<file path="src/rtl/tpu_apb_sequencer.sv">
// APB master that runs one TPU operation: configuration writes, a start write,
// status polling with an idle gap between reads, then a clear write.
module tpu_apb_sequencer #(
  parameter int REG_ADDRWIDTH = 8,
  parameter int REG_DATAWIDTH = 32,
  parameter int NUM_CFG = 8,
  parameter logic [REG_ADDRWIDTH-1:0] START_ADDR = 8'h00,
  parameter logic [REG_ADDRWIDTH-1:0] STATUS_ADDR = 8'h00,
  parameter int DONE_BIT = 31,
  parameter int POLL_GAP = 4,
  parameter int MAX_POLLS = 1024
) (
  input  logic                             clk,
  input  logic                             reset,
  input  logic                             start,
  input  logic [NUM_CFG*REG_ADDRWIDTH-1:0] cfg_addr,
  input  logic [NUM_CFG*REG_DATAWIDTH-1:0] cfg_data,
  output logic                             busy,
  output logic                             done,
  output logic                             timeout_err,
  output logic [15:0]                      poll_count,
  output logic [REG_ADDRWIDTH-1:0]         PADDR,
  output logic                             PWRITE,
  output logic                             PSEL,
  output logic                             PENABLE,
  output logic [REG_DATAWIDTH-1:0]         PWDATA,
  input  logic [REG_DATAWIDTH-1:0]         PRDATA,
  input  logic                             PREADY
);
  localparam int AW = REG_ADDRWIDTH;
  localparam int DW = REG_DATAWIDTH;
  localparam int IW = (NUM_CFG > 1) ? $clog2(NUM_CFG) : 1;
  localparam int GW = (POLL_GAP > 1) ? $clog2(POLL_GAP + 1) : 1;
  localparam logic [IW-1:0] IDX_LAST = IW'(NUM_CFG - 1);
  localparam logic [GW-1:0] GAP_LAST = GW'((POLL_GAP > 0) ? POLL_GAP - 1 : 0);

  typedef enum logic [2:0] {
    IDLE  = 3'd0,
    CFG   = 3'd1,
    GO    = 3'd2,
    POLL  = 3'd3,
    GAP   = 3'd4,
    CLEAR = 3'd5,
    FIN   = 3'd6
  } state_t;

  state_t                     state_r, state_s;
  logic [IW-1:0]              idx_r, idx_s, idx_nx_s;
  logic [GW-1:0]              gap_r, gap_s;
  logic [NUM_CFG*AW-1:0]      cap_addr_r, cap_addr_s;
  logic [NUM_CFG*DW-1:0]      cap_data_r, cap_data_s;
  logic                       busy_r, busy_s, done_r, done_s, timeout_r, timeout_s;
  logic [15:0]                poll_r, poll_s, poll_inc_s;
  logic                       psel_r, psel_s, penable_r, penable_s, pwrite_r, pwrite_s;
  logic [AW-1:0]              paddr_r, paddr_s;
  logic [DW-1:0]              pwdata_r, pwdata_s;
  logic                       setup_s, access_done_s;

  assign setup_s       = psel_r & ~penable_r;
  assign access_done_s = psel_r & penable_r & PREADY;
  assign poll_inc_s    = (poll_r == 16'hFFFF) ? poll_r : poll_r + 16'd1;
  assign idx_nx_s      = (idx_r == IDX_LAST) ? '0 : idx_r + IW'(1);

  // Next-state and next-output computation; every bus phase change is decided here.
  always_comb begin
    state_s    = state_r;
    idx_s      = idx_r;
    gap_s      = gap_r;
    cap_addr_s = cap_addr_r;
    cap_data_s = cap_data_r;
    busy_s     = busy_r;
    done_s     = 1'b0;
    timeout_s  = timeout_r;
    poll_s     = poll_r;
    psel_s     = psel_r;
    penable_s  = penable_r;
    pwrite_s   = pwrite_r;
    paddr_s    = paddr_r;
    pwdata_s   = pwdata_r;
    case (state_r)
      IDLE: begin
        if (start) begin
          state_s    = CFG;
          cap_addr_s = cfg_addr;
          cap_data_s = cfg_data;
          idx_s      = '0;
          timeout_s  = 1'b0;
          poll_s     = 16'd0;
          busy_s     = 1'b1;
          psel_s     = 1'b1;
          penable_s  = 1'b0;
          pwrite_s   = 1'b1;
          paddr_s    = cfg_addr[0 +: AW];
          pwdata_s   = cfg_data[0 +: DW];
        end else begin
          state_s = IDLE;
        end
      end
      CFG: begin
        if (setup_s) begin
          penable_s = 1'b1;
        end else if (access_done_s) begin
          penable_s = 1'b0;
          if (idx_r == IDX_LAST) begin
            state_s  = GO;
            paddr_s  = START_ADDR;
            pwdata_s = DW'(1);
          end else begin
            idx_s    = idx_nx_s;
            paddr_s  = cap_addr_r[idx_nx_s*AW +: AW];
            pwdata_s = cap_data_r[idx_nx_s*DW +: DW];
          end
        end else begin
          penable_s = penable_r;
        end
      end
      GO: begin
        if (setup_s) begin
          penable_s = 1'b1;
        end else if (access_done_s) begin
          state_s   = POLL;
          penable_s = 1'b0;
          pwrite_s  = 1'b0;
          paddr_s   = STATUS_ADDR;
        end else begin
          penable_s = penable_r;
        end
      end
      POLL: begin
        if (setup_s) begin
          penable_s = 1'b1;
        end else if (access_done_s) begin
          poll_s    = poll_inc_s;
          penable_s = 1'b0;
          // A done bit on the last allowed read wins over the timeout.
          if (PRDATA[DONE_BIT] || (int'({16'd0, poll_inc_s}) >= MAX_POLLS)) begin
            state_s   = CLEAR;
            timeout_s = ~PRDATA[DONE_BIT];
            pwrite_s  = 1'b1;
            paddr_s   = START_ADDR;
            pwdata_s  = DW'(0);
          end else if (POLL_GAP == 0) begin
            state_s = POLL;
          end else begin
            state_s = GAP;
            psel_s  = 1'b0;
            gap_s   = '0;
          end
        end else begin
          penable_s = penable_r;
        end
      end
      GAP: begin
        if (gap_r == GAP_LAST) begin
          state_s   = POLL;
          psel_s    = 1'b1;
          penable_s = 1'b0;
        end else begin
          gap_s = gap_r + GW'(1);
        end
      end
      CLEAR: begin
        if (setup_s) begin
          penable_s = 1'b1;
        end else if (access_done_s) begin
          state_s   = FIN;
          psel_s    = 1'b0;
          penable_s = 1'b0;
          pwrite_s  = 1'b0;
          done_s    = 1'b1;
          busy_s    = 1'b0;
        end else begin
          penable_s = penable_r;
        end
      end
      FIN: begin
        state_s = IDLE;
      end
      default: begin
        state_s   = IDLE;
        busy_s    = 1'b0;
        psel_s    = 1'b0;
        penable_s = 1'b0;
        pwrite_s  = 1'b0;
      end
    endcase
  end

  // State and registered outputs; reset drops the bus immediately.
  always_ff @(posedge clk or posedge reset) begin
    if (reset) begin
      state_r    <= IDLE;
      idx_r      <= '0;
      gap_r      <= '0;
      cap_addr_r <= '0;
      cap_data_r <= '0;
      busy_r     <= 1'b0;
      done_r     <= 1'b0;
      timeout_r  <= 1'b0;
      poll_r     <= 16'd0;
      psel_r     <= 1'b0;
      penable_r  <= 1'b0;
      pwrite_r   <= 1'b0;
      paddr_r    <= '0;
      pwdata_r   <= '0;
    end else begin
      state_r    <= state_s;
      idx_r      <= idx_s;
      gap_r      <= gap_s;
      cap_addr_r <= cap_addr_s;
      cap_data_r <= cap_data_s;
      busy_r     <= busy_s;
      done_r     <= done_s;
      timeout_r  <= timeout_s;
      poll_r     <= poll_s;
      psel_r     <= psel_s;
      penable_r  <= penable_s;
      pwrite_r   <= pwrite_s;
      paddr_r    <= paddr_s;
      pwdata_r   <= pwdata_s;
    end
  end

  assign busy        = busy_r;
  assign done        = done_r;
  assign timeout_err = timeout_r;
  assign poll_count  = poll_r;
  assign PSEL        = psel_r;
  assign PENABLE     = penable_r;
  assign PWRITE      = pwrite_r;
  assign PADDR       = paddr_r;
  assign PWDATA      = pwdata_r;
endmodule
</file>
<file path="config.mk">
export PLATFORM = sky130hd
export DESIGN_NAME = tpu_apb_sequencer
export DESIGN_NICKNAME = d
export VERILOG_FILES = /design/src/rtl/tpu_apb_sequencer.sv
export SDC_FILE = /design/constraint.sdc
export NUM_CORES = 1
export LEC_CHECK = 0
export ABC_CLOCK_PERIOD_IN_PS = 14700
export BUFFER_PORTS_ARGS = -buffer_cell sky130_fd_sc_hd__buf_2
export CAP_MARGIN = 0
export CORE_ASPECT_RATIO = 2
export CORE_MARGIN = 10
export CORE_UTILIZATION = 45
export DETAILED_ROUTE_END_ITERATION = 16
export PLACE_DENSITY = 0.7
export SETUP_SLACK_MARGIN = 0.05
export SYNTH_ARGS = -nofsm -noshare
export SYNTH_HDL_FRONTEND = slang
export SYNTH_SLANG_ARGS = --single-unit
</file>
<file path="constraint.sdc">
create_clock -name clk -period 14.7 [get_ports clk]
set_input_delay 1.47 -clock clk [delete_from_list [all_inputs] [get_ports clk]]
set_output_delay 1.47 -clock clk [all_outputs]
set_load 0.01 [all_outputs]
</file>
==> flow_summary_export.csv <==
group,metric,value,unit
timing,fmax,254,MHz
clocking,post_cts_buffers,0,
setup_path,regToRegSetupSlack,10770,ps
floorplanning,die_y,302,µm
timing,worst_slack,10770,ps
setup_path,cp_data_required_time,15170,ps
setup_path,critical_path.max_fanout,66,
power_and_ir_drop,p_total,4.70,mW
clocking,cts_made_buffers,38,
setup_path,worstRegToRegCells,9,
yosys,avgSynthCellArea,8.81,µm²
detailed_routing,vias_per_cell,5.39,
setup_path,path_buf_inv,1,
setup_path,worstPathCellList,"ha_1, ha_1, or2_4, buf_4, a221oi_1, a311oi_1, a221oi_1, nor2_1, a21o_1",
cells_and_area,num-fill-cells,3715,
timing,fin_crit_sh,0.268,
yosys,synth_top_cell_area_share,0.548,
yosys,synth_top_area_cell,"dfrtp_1",
placement,place_congestion,0.862,
clocking,ctsResizeCount,0,
floorplanning,dieArea,0.0486,mm²
timing,relSlewSlack,0.220,
outcome,outcome,"complete, no violations",
detailed_routing,wl_per_cell,20.0,µm
timing,rsz0062_at_grt,"false",
power_and_ir_drop,vdd_ir_drop_max,0.125,mV
timing,maxSlewViolCount,0,
power_and_ir_drop,leakage,11.3,nW
global_routing,grt_max_degree,209,
timing,setup_tns,0,ps
clocking,cts.sinks,391,
timing,final-hold-violation-count,0,
floorplanning,io_pins,418,
clocking,path_clk_slew,60,ps
yosys,syn_nets,2388,
worst_hold_path,holdPathEnd,"cap_data_r[253]",
clocking,h-tree-depth,2,
cells_and_area,nets,2701,
floorplanning,initial_utilization,0.453,
yosys,synth_flop_cell,"dfrtp_1",
detailed_routing,finalWirelength,58.0,mm
worst_hold_path,hold_depth,2,
floorplanning,fp-row-count,103,
yosys,ys_seq_area_frac,0.548,
yosys,synth.area.top_cells,"dfrtp_1 (55%), nand2_1 (23%), mux4_2 (3.5%)",
detailed_routing,vias,15652,
setup_path,startpoint_type,"register",
detailed_routing,ant_nets,0,
setup_path,worstSetupPathType,"reg -> reg",
setup_path,critPathSlowestCell,"a311oi_1",
detailed_routing,drc,0,
cells_and_area,drive_gt1_frac,0.233,
global_routing,track_usage,0.233,
clocking,clock_latency,530,ps
worst_hold_path,hp-class,"reg -> reg",
detailed_routing,firstDrtPassIters,5,
yosys,ys_types,59,
setup_path,end_kind,"register",
cells_and_area,syn2layout_area_growth,20.5,%
global_routing,grt_pass1_vias,16259,
job,cap_viol_max_count,0,
timing,min_period,3930,ps
timing,setup_viol,0,
setup_path,critPathTopFamily,"compound AO/OA/AOI/OAI gates",
yosys,synthArstFlopShare,1.00,
placement,port-buffer-count,386,
worst_hold_path,worstHoldStart,"cap_data_r[253]",
clocking,tritoncts,"yes",
global_routing,grt_overflow,0,
cells_and_area,mostFrequentLayoutCells,"nand2_1 (1095), dfrtp_1 (391), buf_2 (386)",
yosys,ys_ff_latch,391,
cells_and_area,utilization,0.546,
power_and_ir_drop,p_per_area,218,mW/mm²
floorplanning,die_x,161,µm
cells_and_area,layout_commonest_cell,"nand2_1",
timing,worst_pin_slew,1170,ps
timing,finalClockSkew,15.9,ps
setup_path,crit_arrival,4400,ps
placement,pre_cts_ws,10370,ps
clocking,cts_root_buf,"clkbuf_16",
setup_path,cp_slowest_stage_delay,800,ps
global_routing,grt_pass1_wl,90.7,mm
placement,hpwl,40.9,mm
floorplanning,core,0.0394,mm²
yosys,synth_cells,2027,
clocking,cts_hold_buf,0,
clocking,clockBufferDepth,3,
setup_path,r2r_end,"PADDR[3]",
yosys,yosys_warnings,0,
yosys,netlist_area,0.0179,mm²
detailed_routing,first_iter_violations,1096,
global_routing,grt_antenna_before_repair,16,
setup_path,reg2reg_from,"idx_r[0]",
yosys,synth_edf_count,0,
flip-flops by register name, indices dropped and copies added (netlist names):
| register | cells |
|---|---|
| idx_r | 3 |
| PSEL | 1 |
| PWRITE | 1 |
| poll_count | 16 |
| gap_r | 3 |
| PADDR | 8 |
| cap_data_r | 256 |
| done | 1 |
| state_r | 3 |
| busy | 1 |
| PENABLE | 1 |
| timeout_err | 1 |
| PWDATA | 32 |
| cap_addr_r | 64 |
Yosys cell counts, types with 3 or more instances:
cell / number
nand2b_1: 4
nor4_1: 5
buf_2: 5
clkbuf_1: 125
o21ai_0: 32
xor2_1: 3
mux2_2: 32
dfrtp_1: 391
or2_2: 5
nand2_1: 1095
nor2_1: 29
a31oi_1: 29
a21oi_1: 10
nand3_1: 15
inv_1: 17
o211ai_1: 3
mux4_2: 28
a221o_1: 19
ha_1: 5
a21o_1: 8
nor3_1: 9
buf_6: 3
a32o_1: 3
mux2i_1: 5
a221oi_1: 58
and3_1: 5
nand4_1: 5
a22oi_1: 15
a311oi_1: 26
per-layer routing:
metal | up-vias | routed length, µm | GRT usage
li1 | 7317 | - | -
met1 | 7581 | 22800 | 0.287
met2 | 631 | 28800 | 0.386
met3 | 121 | 3630 | 0.0391
met4 | 2 | 2840 | 0.122
met5 | - | 12 | 0
tightest hold or removal path: stages (launching register included):
cell and delay [ps]:
dfrtp_1 340, nand2_1 50, nand2_1 50
layout make-up:
cell class | count | area (µm²) | share of cell area
inverters | 19 | 80.1 | 0.00372
well taps | 525 | 657 | 0.0305
repair buffers | 409 | 2120 | 0.0983
clock buffers | 57 | 1180 | 0.0546
diodes | 11 | 27.5 | 0.00128
clock inverters | 10 | 180 | 0.00837
multi-input cells | 1481 | 7510 | 0.349
flip-flops and latches | 391 | 9780 | 0.454
through the flow:
stage	hold slack [ps]	area, µm²	std cells
final	472	21500	2903
after global routing	487	21500	2903
after CTS	473	21500	2892
after detailed placement	457	20100	2825
after global placement	453	20100	2825
after floorplan	437	17900	2027
power breakdown:
group	internal, mW	total [mW]	switching, mW
registers	1.57	1.85	0.279
clock network	0.641	1.06	0.423
logic	0.695	1.79	1.10
how the worst max path moves through the flow:
stage                   from  cells past startpoint  slack [ps]              end
floorplan              reset                      1        2360         PADDR[0]
global placement       start                      7       10450  cap_data_r[201]
detailed placement     start                      7       10370  cap_data_r[167]
CTS                 idx_r[0]                      9       10770         PADDR[3]
global route           start                      7       10590  cap_data_r[199]
finish              idx_r[0]                      9       10770         PADDR[3]
logic make-up (layout without fill, tap and decap cells):
family                   after synthesis  count (layout)  synth area share
AO/OA/AOI/OAI                        218             218            0.0939
adder cells (fa/ha/maj)                6               6           0.00406
flip-flops                           391             391             0.548
other                                  0              11                 0
buffers and inverters                155             495            0.0342
XOR/XNOR                               5               5           0.00245
multiplexers                          65              65            0.0583
AND/OR/NAND/NOR                     1187            1187             0.259
No activity file was read; power rests on OpenSTA's default activity.
